File: src/rtl/branch_predictor_btb_pkg.sv
`default_nettype none
// ============================================================================
// Module : branch_predictor_btb_pkg
// Brief  : Shared constants and helpers for the BTB (counter encodings,
//          PC index/tag extraction, sequential PC increment).
// Rev    : 1.0
// ============================================================================
package branch_predictor_btb_pkg;

    localparam int unsigned PC_INC = 4;

    // Weakly-not-taken: MSB clear, all lower bits set (0 for a 1-bit counter).
    function automatic logic [31:0] cnt_weak_nt(input int unsigned w);
        return (32'd1 << (w - 1)) - 32'd1;
    endfunction

    // Weakly-taken: MSB set, all lower bits clear.
    function automatic logic [31:0] cnt_weak_t(input int unsigned w);
        return 32'd1 << (w - 1);
    endfunction

    // Word-aligned index: pc[idx_w+1:2].
    function automatic logic [63:0] pc_index(input logic [63:0] pc, input int unsigned idx_w);
        return (pc >> 2) & ((64'd1 << idx_w) - 64'd1);
    endfunction

    // Tag: every PC bit above the index field.
    function automatic logic [63:0] pc_tag(input logic [63:0] pc, input int unsigned idx_w);
        return pc >> (idx_w + 2);
    endfunction

endpackage : branch_predictor_btb_pkg
`default_nettype wire

File: src/rtl/branch_predictor_btb_sat_counter.sv
`default_nettype none
// ============================================================================
// Module : sat_counter
// Brief  : Saturating up/down counter with synchronous load, async reset.
// Rev    : 1.0
// ============================================================================
module sat_counter #(
    parameter int              WIDTH     = 2,
    parameter logic [WIDTH-1:0] RESET_VAL = '0
) (
    input  logic             clk,
    input  logic             rst_n,
    input  logic             i_inc,
    input  logic             i_dec,
    input  logic             i_load,
    input  logic [WIDTH-1:0] i_load_val,
    output logic [WIDTH-1:0] o_count
);

    logic [WIDTH-1:0] r_count;

    // Load wins over counting; counting never wraps in either direction.
    always_ff @(posedge clk or negedge rst_n) begin
        if (!rst_n) begin
            r_count <= RESET_VAL;
        end else if (i_load) begin
            r_count <= i_load_val;
        end else if (i_inc && (r_count != {WIDTH{1'b1}})) begin
            r_count <= r_count + 1'b1;
        end else if (i_dec && (r_count != {WIDTH{1'b0}})) begin
            r_count <= r_count - 1'b1;
        end
    end

    assign o_count = r_count;

endmodule : sat_counter
`default_nettype wire

File: src/rtl/branch_predictor_btb.sv
`default_nettype none
// ============================================================================
// Module : branch_predictor_btb
// Brief  : Direct-mapped BTB with per-entry saturating direction counters,
//          combinational IF lookup, registered ID training and statistics.
// Rev    : 1.0
// ============================================================================
module branch_predictor_btb
    import branch_predictor_btb_pkg::*;
#(
    parameter int PC_WIDTH   = 32,
    parameter int ENTRIES    = 16,
    parameter int CNT_WIDTH  = 2,
    parameter int STAT_WIDTH = 32
) (
    input  logic                  clk,
    input  logic                  startin,
    input  logic [PC_WIDTH-1:0]   lookup_pc,
    output logic                  pred_hit,
    output logic                  pred_taken,
    output logic [PC_WIDTH-1:0]   pred_next_pc,
    input  logic                  upd_valid,
    input  logic [PC_WIDTH-1:0]   upd_pc,
    input  logic                  upd_taken,
    input  logic [PC_WIDTH-1:0]   upd_target,
    input  logic                  upd_mispredict,
    output logic [STAT_WIDTH-1:0] stat_branches,
    output logic [STAT_WIDTH-1:0] stat_mispredicts
);

    localparam int IDX   = $clog2(ENTRIES);
    localparam int TAG_W = PC_WIDTH - IDX - 2;
    localparam logic [CNT_WIDTH-1:0] C_WEAK_NT = CNT_WIDTH'(cnt_weak_nt(CNT_WIDTH));
    localparam logic [CNT_WIDTH-1:0] C_WEAK_T  = CNT_WIDTH'(cnt_weak_t(CNT_WIDTH));

    logic                 r_valid  [ENTRIES];
    logic [TAG_W-1:0]     r_tag    [ENTRIES];
    logic [PC_WIDTH-1:0]  r_target [ENTRIES];
    logic [CNT_WIDTH-1:0] w_cnt    [ENTRIES];

    logic [IDX-1:0]   w_lk_idx;
    logic [TAG_W-1:0] w_lk_tag;
    logic [IDX-1:0]   w_up_idx;
    logic [TAG_W-1:0] w_up_tag;
    logic             w_up_hit;

    assign w_lk_idx = IDX'(pc_index(64'(lookup_pc), IDX));
    assign w_lk_tag = TAG_W'(pc_tag(64'(lookup_pc), IDX));
    assign w_up_idx = IDX'(pc_index(64'(upd_pc), IDX));
    assign w_up_tag = TAG_W'(pc_tag(64'(upd_pc), IDX));

    assign w_up_hit = r_valid[w_up_idx] && (r_tag[w_up_idx] == w_up_tag);

    // Lookup reads only registered state, so a same-cycle update is not bypassed.
    always_comb begin
        pred_hit     = r_valid[w_lk_idx] && (r_tag[w_lk_idx] == w_lk_tag);
        pred_taken   = pred_hit && w_cnt[w_lk_idx][CNT_WIDTH-1];
        pred_next_pc = lookup_pc + PC_WIDTH'(PC_INC);
        if (pred_taken) begin
            pred_next_pc = r_target[w_lk_idx];
        end
    end

    // A taken outcome either refreshes a hit or allocates over the occupant;
    // in both cases valid/tag/target end up identical.
    always_ff @(posedge clk or negedge startin) begin
        if (!startin) begin
            for (int i = 0; i < ENTRIES; i++) begin
                r_valid[i]  <= 1'b0;
                r_tag[i]    <= '0;
                r_target[i] <= '0;
            end
        end else if (upd_valid && upd_taken) begin
            r_valid[w_up_idx]  <= 1'b1;
            r_tag[w_up_idx]    <= w_up_tag;
            r_target[w_up_idx] <= upd_target;
        end
    end

    generate
        for (genvar gi = 0; gi < ENTRIES; gi++) begin : g_entry
            logic w_sel;
            assign w_sel = upd_valid && (w_up_idx == IDX'(gi));

            sat_counter #(
                .WIDTH     (CNT_WIDTH),
                .RESET_VAL (C_WEAK_NT)
            ) u_dir_cnt (
                .clk        (clk),
                .rst_n      (startin),
                .i_inc      (w_sel && w_up_hit && upd_taken),
                .i_dec      (w_sel && w_up_hit && !upd_taken),
                .i_load     (w_sel && !w_up_hit && upd_taken),
                .i_load_val (C_WEAK_T),
                .o_count    (w_cnt[gi])
            );
        end
    endgenerate

    sat_counter #(
        .WIDTH     (STAT_WIDTH),
        .RESET_VAL ('0)
    ) u_stat_branches (
        .clk        (clk),
        .rst_n      (startin),
        .i_inc      (upd_valid),
        .i_dec      (1'b0),
        .i_load     (1'b0),
        .i_load_val ({STAT_WIDTH{1'b0}}),
        .o_count    (stat_branches)
    );

    sat_counter #(
        .WIDTH     (STAT_WIDTH),
        .RESET_VAL ('0)
    ) u_stat_mispredicts (
        .clk        (clk),
        .rst_n      (startin),
        .i_inc      (upd_valid && upd_mispredict),
        .i_dec      (1'b0),
        .i_load     (1'b0),
        .i_load_val ({STAT_WIDTH{1'b0}}),
        .o_count    (stat_mispredicts)
    );

endmodule : branch_predictor_btb
`default_nettype wire

File: config.mk
export PLATFORM = sky130hd
export DESIGN_NAME = branch_predictor_btb
export DESIGN_NICKNAME = d
export VERILOG_FILES = /design/src/rtl/branch_predictor_btb_pkg.sv /design/src/rtl/branch_predictor_btb_sat_counter.sv /design/src/rtl/branch_predictor_btb.sv
export SDC_FILE = /design/constraint.sdc
export NUM_CORES = 2
export LEC_CHECK = 0
export CAP_MARGIN = 25
export CORE_ASPECT_RATIO = 0.9
export CORE_UTILIZATION = 55
export DETAILED_ROUTE_END_ITERATION = 16
export GPL_TIMING_DRIVEN = 0
export PLACE_DENSITY = 0.73
export SLEW_MARGIN = 30
export SYNTH_ARGS = -nofsm -noshare
export SYNTH_HDL_FRONTEND = slang
export SYNTH_HIERARCHICAL = 1
export SYNTH_SLANG_ARGS = --single-unit
File: constraint.sdc
create_clock -name clk -period 11.45 [get_ports clk]
set_input_delay 1.145 -clock clk [delete_from_list [all_inputs] [get_ports clk]]
set_output_delay 1.145 -clock clk [all_outputs]
set_load 0.005 [all_outputs]
==> reports/qor.yml <==
timing:
  fin_setup_tns_ns: 0
  relSlewSlack_pct: 22.8
  min_period_ns: 8.17
  grt_setup_unrepaired: "no"
  setup_viol: 0
  timing.fmax_ghz: 0.122
  fin_crit_sh_pct: 71.4
  hold_slack_ns: 0.307
  slew_violations: 0
  fin_skew_ns: 0.0457
  worst_pin_slew_ns: 1.16
  hold_violations: 0
final_layout:
  area.growth.synth_to_final_pct: 14.3
  multiInputGateArea_um2: 29200
  layout-drive-gt1-share_pct: 37.0
  fill_cells: 7693
  regArea_um2: 26000
  stdcell_count: 6024
  layout.nets: 4744
placed_design:
  io_buffers: 177
  dpl.cell_count: 5821
  gp_congestion: 1.03
  dpl.hpwl_um: 127000
floorplan:
  dieArea_um2: 104000
  rows: 111
  io_pins: 199
  start_util_pct: 55.4
  die_y_um: 306
  core_um2: 102000
  die_width_um: 340
synthesis:
  synth-simple-area-share_pct: 5.90
  synth_area_um2: 56400
  synth_adder_area_share_pct: 1.47
  synth_seq_cells: 1040
  ys_seq_area_share_pct: 46.1
  synth_top_family_by_area: "multiplexers"
  synthMuxAreaShare_pct: 35.9
  synth-async-reset-ratio_pct: 100
  synth_compound_area_share_pct: 5.90
  synth-edff-count: 0
  synthXorXnorAreaFrac_pct: 1.77
  synth_cell_types: 84
  syn_inst: 4170
  ys.flop_type: "dfrtp_1"
  syn_area_per_cell_um2: 13.5
  ys_warn_count: 6
drt:
  drt_wl_total_um: 182000
  firstDrtPassIters: 5
  drcViolationCount: 0
  vias: 40000
  drt_first_iter_violations: 4467
  vias_per_cell: 6.64
  ant_nets: 0
  post_drt_wl_per_cell_um: 30.2
worst_hold_path:
  hold_class: "input pin to asynchronous set/reset pin"
global_routing:
  grt_pass1_wl_um: 269000
  grt_pass1_vias: 39600
  grt.overflow.total: 0
  grt.total_usage_pct: 35.2
  grt_max_degree: 125
  use_met3_pct: 10.9
  use_met1_pct: 49.6
  busiest_layer: "met2"
  antenna_found_initial: 14
  use_met2_pct: 51.4
clock_tree:
  cts_buffer_depth: 3
  worstSkewPairLatency_ns: 0.73
  numCtsBuffers: 108
  clkSinkCount: 1040
  clkTransAtPathRegs_ns: 0.06
  cts_tree: "yes"
  ctsRootBufferMaster: "clkbuf_16"
  post_cts_buffers: 0
  hold_buffers: 0
  ctsHtreeMaxLevel: 3
  cts_resized: 0
setup_path:
  cp.arrival_ns: 7.03
  path_max_fanout: 10
  cp-start-kind: "input pin"
  critPathCaptureType: "output port"
  critPathKind: "input pin to output port"
  cp.required_ns: 10.31
status:
  status: "complete, no violations"
flow_run:
  cap_violations: 0
pwr:
  p_leak_uw: 0.0276
  finalPower_uw: 11900
  vdd_drop_max_mv: 0.144
  powerDensity_nw_per_um2: 185
metrics by stage:
stage / area, µm² / setup slack (ns) / util (%)
2_1_floorplan: 56800 / 6.39 / -
3_3_place_gp: 60300 / -38.47 / 59.2
3_5_place_dp: 60800 / 3.25 / 59.7
4_1_cts: 64400 / 3.23 / 63.3
5_1_grt: 64500 / 3.22 / 63.3
6_report: 64500 / 3.28 / 63.4
per-layer routing:
layer / routed length [µm] / vias up / part of all wire (%)
li1: - / 16500 / -
met1: 73300 / 20900 / 40
met2: 79600 / 2081 / 44
met3: 21000 / 461 / 12
met4: 7650 / 20 / 4.2
met5: 121 / - / 0.067
registers in the layout (all words and copies together) (netlist names):
| signal | cells |
|---|---|
| r_target | 512 |
| r_tag | 416 |
| g_entry.u_dir_cnt/o_count | 32 |
| u_stat_branches/o_count | 32 |
| u_stat_mispredicts/o_count | 32 |
| r_valid | 16 |
critical path: stages:
cell and delay [ns]:
clkdlybuf4s50_1 0.64, buf_4 0.36, buf_4 0.40, buf_4 0.37, buf_2 0.66, mux2i_1 0.48, xnor2_1 0.17, o21ai_0 0.28
nor4_1 0.35, nand4_1 0.25, nor3b_4 0.58, buf_6 0.27, mux2i_1 0.45, clkdlybuf4s50_1 0.59
cell families after synthesis:
| kind of cell | Yosys count |
|---|---|
| multiplexers | 1434 |
| flip-flops | 1040 |
| AND/OR/NAND/NOR | 666 |
| AO/OA/AOI/OAI | 483 |
| buffers and inverters | 366 |
| XOR/XNOR | 114 |
| adder cells (fa/ha/maj) | 65 |
| other | 2 |
final timing paths:
path | startpoint | to | slack, ns | cells past startpoint
min in group clk | r_valid[1] | r_valid[1] | 0.49 | 1
worst min register to register | r_valid[1] | r_valid[1] | 0.49 | 1
worst min-delay path | startin | u_stat_mispredicts/o_count[29] | 0.31 | 1
max in group asynchronous | startin | r_target[56] | 8.88 | 5
worst max register to register | r_tag[63] | g_entry[11].u_dir_cnt/o_count[1] | 6.84 | 13
worst max-delay path | lookup_pc[2] | pred_next_pc[2] | 3.28 | 14
power breakdown:
part / leakage [µW] / internal, µW / switching, µW / total [µW]
logic: 0.0126 / 1740 / 1550 / 3290
clock network: 0.00179 / 2080 / 1550 / 3630
registers: 0.0132 / 4430 / 579 / 5010
total: 0.0276 / 8250 / 3670 / 11900
cell usage after synthesis (all sizes together) (5+ instances only):
| master | instances | area (µm²) |
|---|---|---|
| nand2b | 37 | 231 |
| nor2 | 191 | 717 |
| dfstp | 16 | 420 |
| a211oi | 23 | 253 |
| nor4 | 29 | 181 |
| and3 | 9 | 56.3 |
| a22o | 25 | 219 |
| a21oi | 148 | 744 |
| nand4 | 44 | 275 |
| clkbuf | 235 | 882 |
| nand3 | 43 | 250 |
| o21bai | 12 | 90.1 |
| a31oi | 27 | 181 |
| o22ai | 20 | 125 |
| mux4 | 376 | 8470 |
| and2 | 28 | 175 |
| mux2i | 98 | 981 |
| a22oi | 14 | 105 |
| dfrtp | 1024 | 25600 |
| o211ai | 6 | 55.1 |
| o21ai | 90 | 473 |
| nor3 | 50 | 250 |
| or4 | 6 | 52.6 |
| inv | 28 | 105 |
| o31ai | 18 | 215 |
| nand2 | 146 | 553 |
| or2 | 13 | 81.3 |
| ha | 63 | 788 |
| xnor2 | 68 | 596 |
| a221o | 5 | 50.1 |
| nor4b | 5 | 43.8 |
| and4 | 6 | 52.6 |
| xor2 | 46 | 403 |
| a21o | 24 | 180 |
| nor2b | 47 | 294 |
| buf | 102 | 641 |
| mux2 | 960 | 10800 |
| a221oi | 16 | 140 |
| o21a | 9 | 67.6 |
layout by cell type (no fill, tap or decap), types with 23 or more instances in the layout:
master and n:
nand4_1 44, mux4_2 376, nor4_1 29, nand2_1 144, conb_1 100, clkbuf_8 29
nor2_1 182, and2_1 28, clkdlybuf4s50_1 176, buf_6 23, clkbuf_2 39, o21ai_1 23
inv_1 28, a22o_1 25, a31oi_1 25, nand3_1 38, nand2b_1 37, a21oi_1 147
buf_2 59, xnor2_1 68, nor2b_1 47, nor3_1 50, ha_1 63, xor2_1 46
mux2_1 29, a21o_1 24, clkbuf_16 108, mux2i_1 98, dfrtp_1 1024, o21ai_0 65
clkbuf_1 221, mux2_2 929
cell type report:
type / count / area share, %
Multi-Input combinational cell: 2862 / 45.2
Sequential cell: 1040 / 40.4
Clock buffer: 162 / 4.95
Timing Repair Buffer: 200 / 3.50
Tap cell: 1356 / 2.63
Buffer: 337 / 2.45
Clock inverter: 33 / 0.673
Inverter: 29 / 0.169
Antenna cell: 5 / 0.0194
Note: power is estimated with default switching activity, not from simulation.
